### config.mk
export PLATFORM = sky130hd
export DESIGN_NAME = tick_scheduler
export DESIGN_NICKNAME = d
export VERILOG_FILES = /design/src/rtl/tick_scheduler.sv
export SDC_FILE = /design/constraint.sdc
export NUM_CORES = 1
export LEC_CHECK = 0
export BUFFER_PORTS_ARGS = -buffer_cell sky130_fd_sc_hd__buf_2
export CORE_ASPECT_RATIO = 1.2
export CORE_MARGIN = 2
export CORE_UTILIZATION = 58
export CTS_CLUSTER_DIAMETER = 100
export DETAILED_ROUTE_END_ITERATION = 12
export PLACE_DENSITY = 0.86
export RECOVER_POWER = 50
export SLEW_MARGIN = 20
export SYNTH_ARGS = -nofsm -noshare
export SYNTH_HDL_FRONTEND = slang
export SYNTH_SLANG_ARGS = --single-unit
### constraint.sdc
create_clock -name clk -period 3.4 [get_ports clk]
set_clock_uncertainty 0.1 [all_clocks]
set_input_delay 0.68 -clock clk [delete_from_list [all_inputs] [get_ports clk]]
set_output_delay 0.68 -clock clk [all_outputs]
set_load 0.1 [all_outputs]
### src/rtl/tick_scheduler.sv
// tick_scheduler: shared prescaler driving NUM_CH configurable tick and square-wave channels
module tick_scheduler #(
   parameter int NUM_CH   = 4,
   parameter int CH_IDX_W = 2,
   parameter int PRESCALE = 100_000,
   parameter int PRE_W    = 17,
   parameter int PERIOD_W = 16
) (
   input  logic                clk,
   input  logic                rst_n,
   input  logic                cfg_valid,
   output logic                cfg_ready,
   input  logic [CH_IDX_W-1:0] cfg_ch,
   input  logic [1:0]          cfg_op,
   input  logic [PERIOD_W-1:0] cfg_period,
   output logic                cfg_err,
   output logic                base_tick,
   output logic [NUM_CH-1:0]   tick,
   output logic [NUM_CH-1:0]   sq,
   output logic [NUM_CH-1:0]   active
);
   logic [PRE_W-1:0] pre_cnt_q, pre_cnt_d;
   logic [NUM_CH-1:0][PERIOD_W-1:0] cnt_q, cnt_d, period_q, period_d;
   logic [NUM_CH-1:0] mode_q, mode_d, active_q, active_d, tick_q, tick_d, sq_q, sq_d;
   logic base_tick_q, base_tick_d, cfg_err_q, cfg_err_d;
   logic upd, xfer, sel;
   always_comb begin
      upd = pre_cnt_q == PRE_W'(PRESCALE - 1);
      xfer = cfg_valid && !upd;
      sel = 1'b0;
      pre_cnt_d = upd ? '0 : pre_cnt_q + 1'b1;
      base_tick_d = upd;
      cfg_err_d = xfer && ({1'b0, cfg_ch} >= (CH_IDX_W + 1)'(NUM_CH));
      cnt_d = cnt_q;
      period_d = period_q;
      mode_d = mode_q;
      active_d = active_q;
      sq_d = sq_q;
      tick_d = '0;
      // Transfers are blocked in the update cycle, so config and counting never overlap
      for (int i = 0; i < NUM_CH; i++) begin
         sel = xfer && cfg_ch == CH_IDX_W'(i);
         if (sel && !cfg_op[1]) begin
            period_d[i] = cfg_period;
            mode_d[i] = cfg_op[0];
            cnt_d[i] = '0;
            active_d[i] = cfg_period != '0;
            cfg_err_d = cfg_err_d | (cfg_period == '0);
         end else if (sel && cfg_op == 2'b10) begin
            cnt_d[i] = '0;
            active_d[i] = 1'b0;
         end else if (sel) begin
            cnt_d[i] = '0;
            active_d[i] = period_q[i] != '0;
            cfg_err_d = cfg_err_d | (period_q[i] == '0);
         end else if (upd && active_q[i]) begin
            tick_d[i] = cnt_q[i] == period_q[i] - PERIOD_W'(1);
            cnt_d[i] = tick_d[i] ? '0 : cnt_q[i] + PERIOD_W'(1);
            sq_d[i] = sq_q[i] ^ tick_d[i];
            active_d[i] = !(tick_d[i] && mode_q[i]);
         end
      end
   end
   always_ff @(posedge clk or negedge rst_n) begin
      if (!rst_n) begin
         pre_cnt_q <= '0;
         cnt_q <= '0;
         period_q <= '0;
         mode_q <= '0;
         active_q <= '0;
         tick_q <= '0;
         sq_q <= '0;
         base_tick_q <= 1'b0;
         cfg_err_q <= 1'b0;
      end else begin
         pre_cnt_q <= pre_cnt_d;
         cnt_q <= cnt_d;
         period_q <= period_d;
         mode_q <= mode_d;
         active_q <= active_d;
         tick_q <= tick_d;
         sq_q <= sq_d;
         base_tick_q <= base_tick_d;
         cfg_err_q <= cfg_err_d;
      end
   end
   assign cfg_ready = !upd;
   assign cfg_err = cfg_err_q;
   assign base_tick = base_tick_q;
   assign tick = tick_q;
   assign sq = sq_q;
   assign active = active_q;
endmodule

## Word-level counts from Yosys, hierarchy flattened

Index checks and enable logic that the tools add are counted.

- Register bits after elaboration: 163
- Input bits: 23
- Logic and storage cells: 175

- Add/subtract/negate cells: 9
- Eq/ne operators: 9
- Muxes and demuxes: 65
- Bitwise logic cells: 22
- Reduce and logical (&&, ||, !) cells: 46

Operators by type and width:

| kind | number |
|---|---|
| two-way mux 16 bit | 20 |
| zero test 16 bit | 5 |
| nonzero test 16 bit | 5 |
| adder 16 x 1 -> 16 bit (second input constant) | 4 |
| == test 16 bit | 4 |
| subtractor 16 x 1 -> 16 bit (second input constant) | 4 |
| two-way mux 1 bit | 44 |
| logical AND 1 bit | 21 |
| adder 17 x 1 -> 17 bit (second input constant) | 1 |
| == test 17 bit (second input constant) | 1 |
| two-way mux 17 bit | 1 |
| AND reduction 4 bit | 4 |
| nonzero test 4 bit | 4 |
| inverter 1 bit | 12 |
| == test 2 bit (second input constant) | 3 |
| zero test 1 bit | 6 |
| bitwise OR 1 bit | 6 |
| XOR 1 bit | 4 |
| == test 2 x 1 -> 1 bit (second input constant) | 1 |
| zero test 2 bit | 1 |

## Depth between registers and ports, before layout

- Depth after elaboration: 19
- Gate-level depth with buffers: 11

## Worst setup path before layout

No wires, ideal clock.

- Path kind: reg2reg
- Start: reg pre_cnt_q[0]
- End: reg mode_q[3]
- Arrival time: 3.066 ns
- Required time: 3.175 ns
- Slack: 0.109 ns
- Stages on the path, launching flop included: 10
- Clock period less this slack: 3.291 ns
- Path through: dfrtp_1 > ha_1 > and4_1 > nand2_1 > nor2_1 > inv_1 > nand4_1 > nor2_1 > clkbuf_1 > mux2_2

- Longest elaborated chain between the ends: 5

Ends and longest elaborated chain:

| item | line | RTL |
|---|---|---|
| start: declaration | 22 | `logic [PRE_W-1:0] pre_cnt_q, pre_cnt_d;` |
| start signal: assignment | 76 | `pre_cnt_q <= pre_cnt_d;` |
| == test 17 bit | 28 | `upd = pre_cnt_q == PRE_W'(PRESCALE - 1);` |
| zero test 1 bit | - |  |
| net cfg_ready | 12 | `output logic cfg_ready,` |
| logical AND 1 bit | 29 | `xfer = cfg_valid && !upd;` |
| logical AND 1 bit | 42 | `sel = xfer && cfg_ch == CH_IDX_W'(i);` |
| logical AND 1 bit | 43 | `if (sel && !cfg_op[1]) begin` |
| end signal: assignment | 79 | `mode_q <= mode_d;` |
| end: declaration | 24 | `logic [NUM_CH-1:0] mode_q, mode_d, active_q, active_d, tick_q, tick_d, sq_q, sq_d;` |

The timed path passes the listed nets, and every way through them passes these cells.
A chain may end at the register's enable or synchronous reset.

## Worst setup path in the final report

- Start: reg pre_cnt_q[5]
- End: out cfg_ready

- Longest elaborated chain between the ends: 2

Ends and longest elaborated chain:

| item | line | RTL |
|---|---|---|
| == test 17 bit | 28 |  |
| zero test 1 bit | 87 | `assign cfg_ready = !upd;` |
| end: declaration | 12 |  |

No other way between the ends.

==> impl_metrics.ini <==
[floorplan]
die-height_um = 148.2
fp.dieW_um = 124.2
coreArea_mm2 = 0.01692
initial_utilization_pct = 59.43
die_area_mm2 = 0.01841
rows = 52
boundaryPins = 38

[place]
hpwl_mm = 17.18
globalplace.congestion = 0.8963
dp_slack_ps = 172.8
portBuffers = 37
dpl_cell_area_mm2 = 0.01051

[detailed_routing]
num_vias = 8481
wirelength_mm = 24.24
first_pass_iters = 7
wire_per_inst_um = 18.51
postRouteAntennaNets = 0
drtIter0Drc = 831
drc = 0
viasPerCell = 6.479

[clock_network]
ctsHtreeMaxLevel = 4
cts_setup_buffers = 0
cts_tree = built
cts_buffers = 17
cts_root_buf = clkbuf_16
cts.clk_slew.worst_paths_ps = 60
cts_hold_buf = 0
cts_sinks = 163
clock_latency_ps = 440
ctsResizeCount = 0
clk_path_buf_depth = 2

[critical_path]
crit_path_end_kind = output pin
crit_path_max_incr_delay_ps = 440
crit_family = simple AND/OR/NAND/NOR gates
critical_path_required_ps = 2620
path_buf_inv = 2
cp-startpoint = pre_cnt_q[5]
crit_chain = nor4b_1 > nand4_1 > nor2_2 > inv_1 > buf_2
crit_end = cfg_ready
critical_path_arrival_ps = 2360
reg2reg_depth = 9
crit_type = reg -> out
cp_max_fo = 6
start_kind = flip-flop
reg2reg_to = sq[1]
r2r_setup_slack_ps = 270
cp.depth = 5
slowest_stage = dfrtp_1
r2r_start = period_q[16]

[synthesis]
synth_top_area_share_pct = 40.57
synthesis.nets = 1090
synth.area.top_cells = dfrtp_1 41%, mux2_2 7.1%, xnor2_1 5.2%
synth_cell_type_count = 72
synth_seq_cells = 163
synth_area_per_cell_um2 = 9.538
async_flop_share_pct = 100.0
yosysTopAreaCell = dfrtp_1
yosysSeqAreaShare_pct = 40.57
synth_edf_count = 0
syn_inst = 1054
syn_area_mm2 = 0.01005
yosys_warnings = 0
ys.flop_type = dfrtp_1

[cells_and_area]
area_delta_synth_final_pct = 10.21
fin_nets = 1119
fillCellCount = 1284
antenna_cells = 0
finalInstanceArea_mm2 = 0.01108
drive_gt1_share_pct = 17.02

[global_route]
grt-ovfl-total = 0
grt_max_degree = 83
grt_pass1_vias = 8116
met2_usage_pct = 44.86
grtUsageMet3_pct = 5.215
groute.layer.met1.usage_pct = 35.46
antenna_found_initial = 0
grt_pass1_wl_mm = 39.95
busiest_layer = met2
grt_usage_pct = 27.49

[timing]
hold_viol = 0
worst_pin_slew_ps = 2057
period_needed_ps = 3142
slew_headroom_pct = -37.11
setup_viol = 0
slew_viol_final = 82
max_freq_mhz = 318.2
period_share_pct = 92.42
tns_ps = 0
setup_slack_ps = 257.7
rsz0062_at_grt = false

[power_and_ir_drop]
p_per_area_mw_per_mm2 = 496.8
vdd_ir_drop_max_v = 0.0004083
leakage_nw = 4.727

[flow_run]
drv_cap = 1

[run_status]
violations = capacitance limit, slew limit
outcome = finished, violations left

[hold_path]
hp-class = reg -> reg
-- synthesized netlist by cell type, drive strengths merged, types with 27 or more instances --
cell type and count:
nor4 35, nor3 55, xor2 55, nand4 27, nand3 45, nor2 53, dfrtp 163, mux2 63
xnor2 60, nand2 81, o21ai 39, clkbuf 47
-- kinds of logic after synthesis --
family	Yosys count	share of synthesized area, %
AND/OR/NAND/NOR	456	25.51
adder cells (fa/ha/maj)	13	1.618
XOR/XNOR	115	10.02
multiplexers	68	7.679
flip-flops	163	40.57
AO/OA/AOI/OAI	168	11.74
buffers and inverters	71	2.862
-- power by group --
group / switching, mW / internal [mW] / total, mW
logic: 0.672 / 0.519 / 1.19
clock network: 0.774 / 1.12 / 1.90
registers: 0.289 / 2.13 / 2.42
-- per-stage QoR --
stage | instances | utilization [%] | power, mW | hold slack (ps)
after floorplan | 1054 | - | 3.274 | 284.4
after global placement | 1280 | 62.12 | 3.549 | 325.3
after detailed placement | 1280 | 62.12 | 3.598 | 335.3
after CTS | 1309 | 65.52 | 5.506 | 220.7
after global routing | 1309 | 65.50 | 5.747 | 359.2
final | 1309 | 65.50 | 5.504 | 330.5
-- layout make-up --
class	instances	area (um^2)	share of cell area, %
clock buffers	20	466.7	4.212
clock inverters	9	107.6	0.9712
inverters	18	67.56	0.6098
multi-input cells	820	5702	51.46
flip-flops and latches	163	4079	36.82
well taps	216	270.3	2.439
repair buffers	63	386.6	3.490
-- worst min path at each step --
stage / start / to / cells past startpoint
after global placement: mode_q[2] / active[2] / 1
after detailed placement: mode_q[2] / active[2] / 1
after global routing: mode_q[2] / active[2] / 1
final: mode_q[2] / active[2] / 1
after CTS: rst_n / tick[1] / 1
after floorplan: rst_n / active[0] / 0
-- worst register-to-register path, stage by stage, from the launching register on --
cell and delay (ps):
dfrtp_1 420, inv_1 120, ha_1 290, or3b_2 520
nor3_1 350, mux2i_1 250, o31ai_1 100, a32o_1 290
nor3_4 400, xor2_1 200
-- state kept, by name, indices dropped and copies added, names as in the netlist --
signal,count
tick,4
cnt_q,64
base_tick,1
cfg_err,1
period_q,64
sq,4
active,4
mode_q,4
pre_cnt_q,17
-- routing by layer --
metal	up-vias	share of wire [%]
met2	303	49
met5	-	0
met3	79	5.4
li1	3930	-
met4	0	3.5
met1	4169	42
-- layout by cell type (no fill, tap or decap), drive strengths merged, types with 26 or more instances in the layout --
cell     n
o21ai   39
nand2   81
dfrtp  163
nor4    35
buf     60
nor3    55
and3    26
nand3   45
mux2    63
xor2    55
xnor2   60
nor2    53
nand4   27
Note: power is estimated with default switching activity, not from simulation.
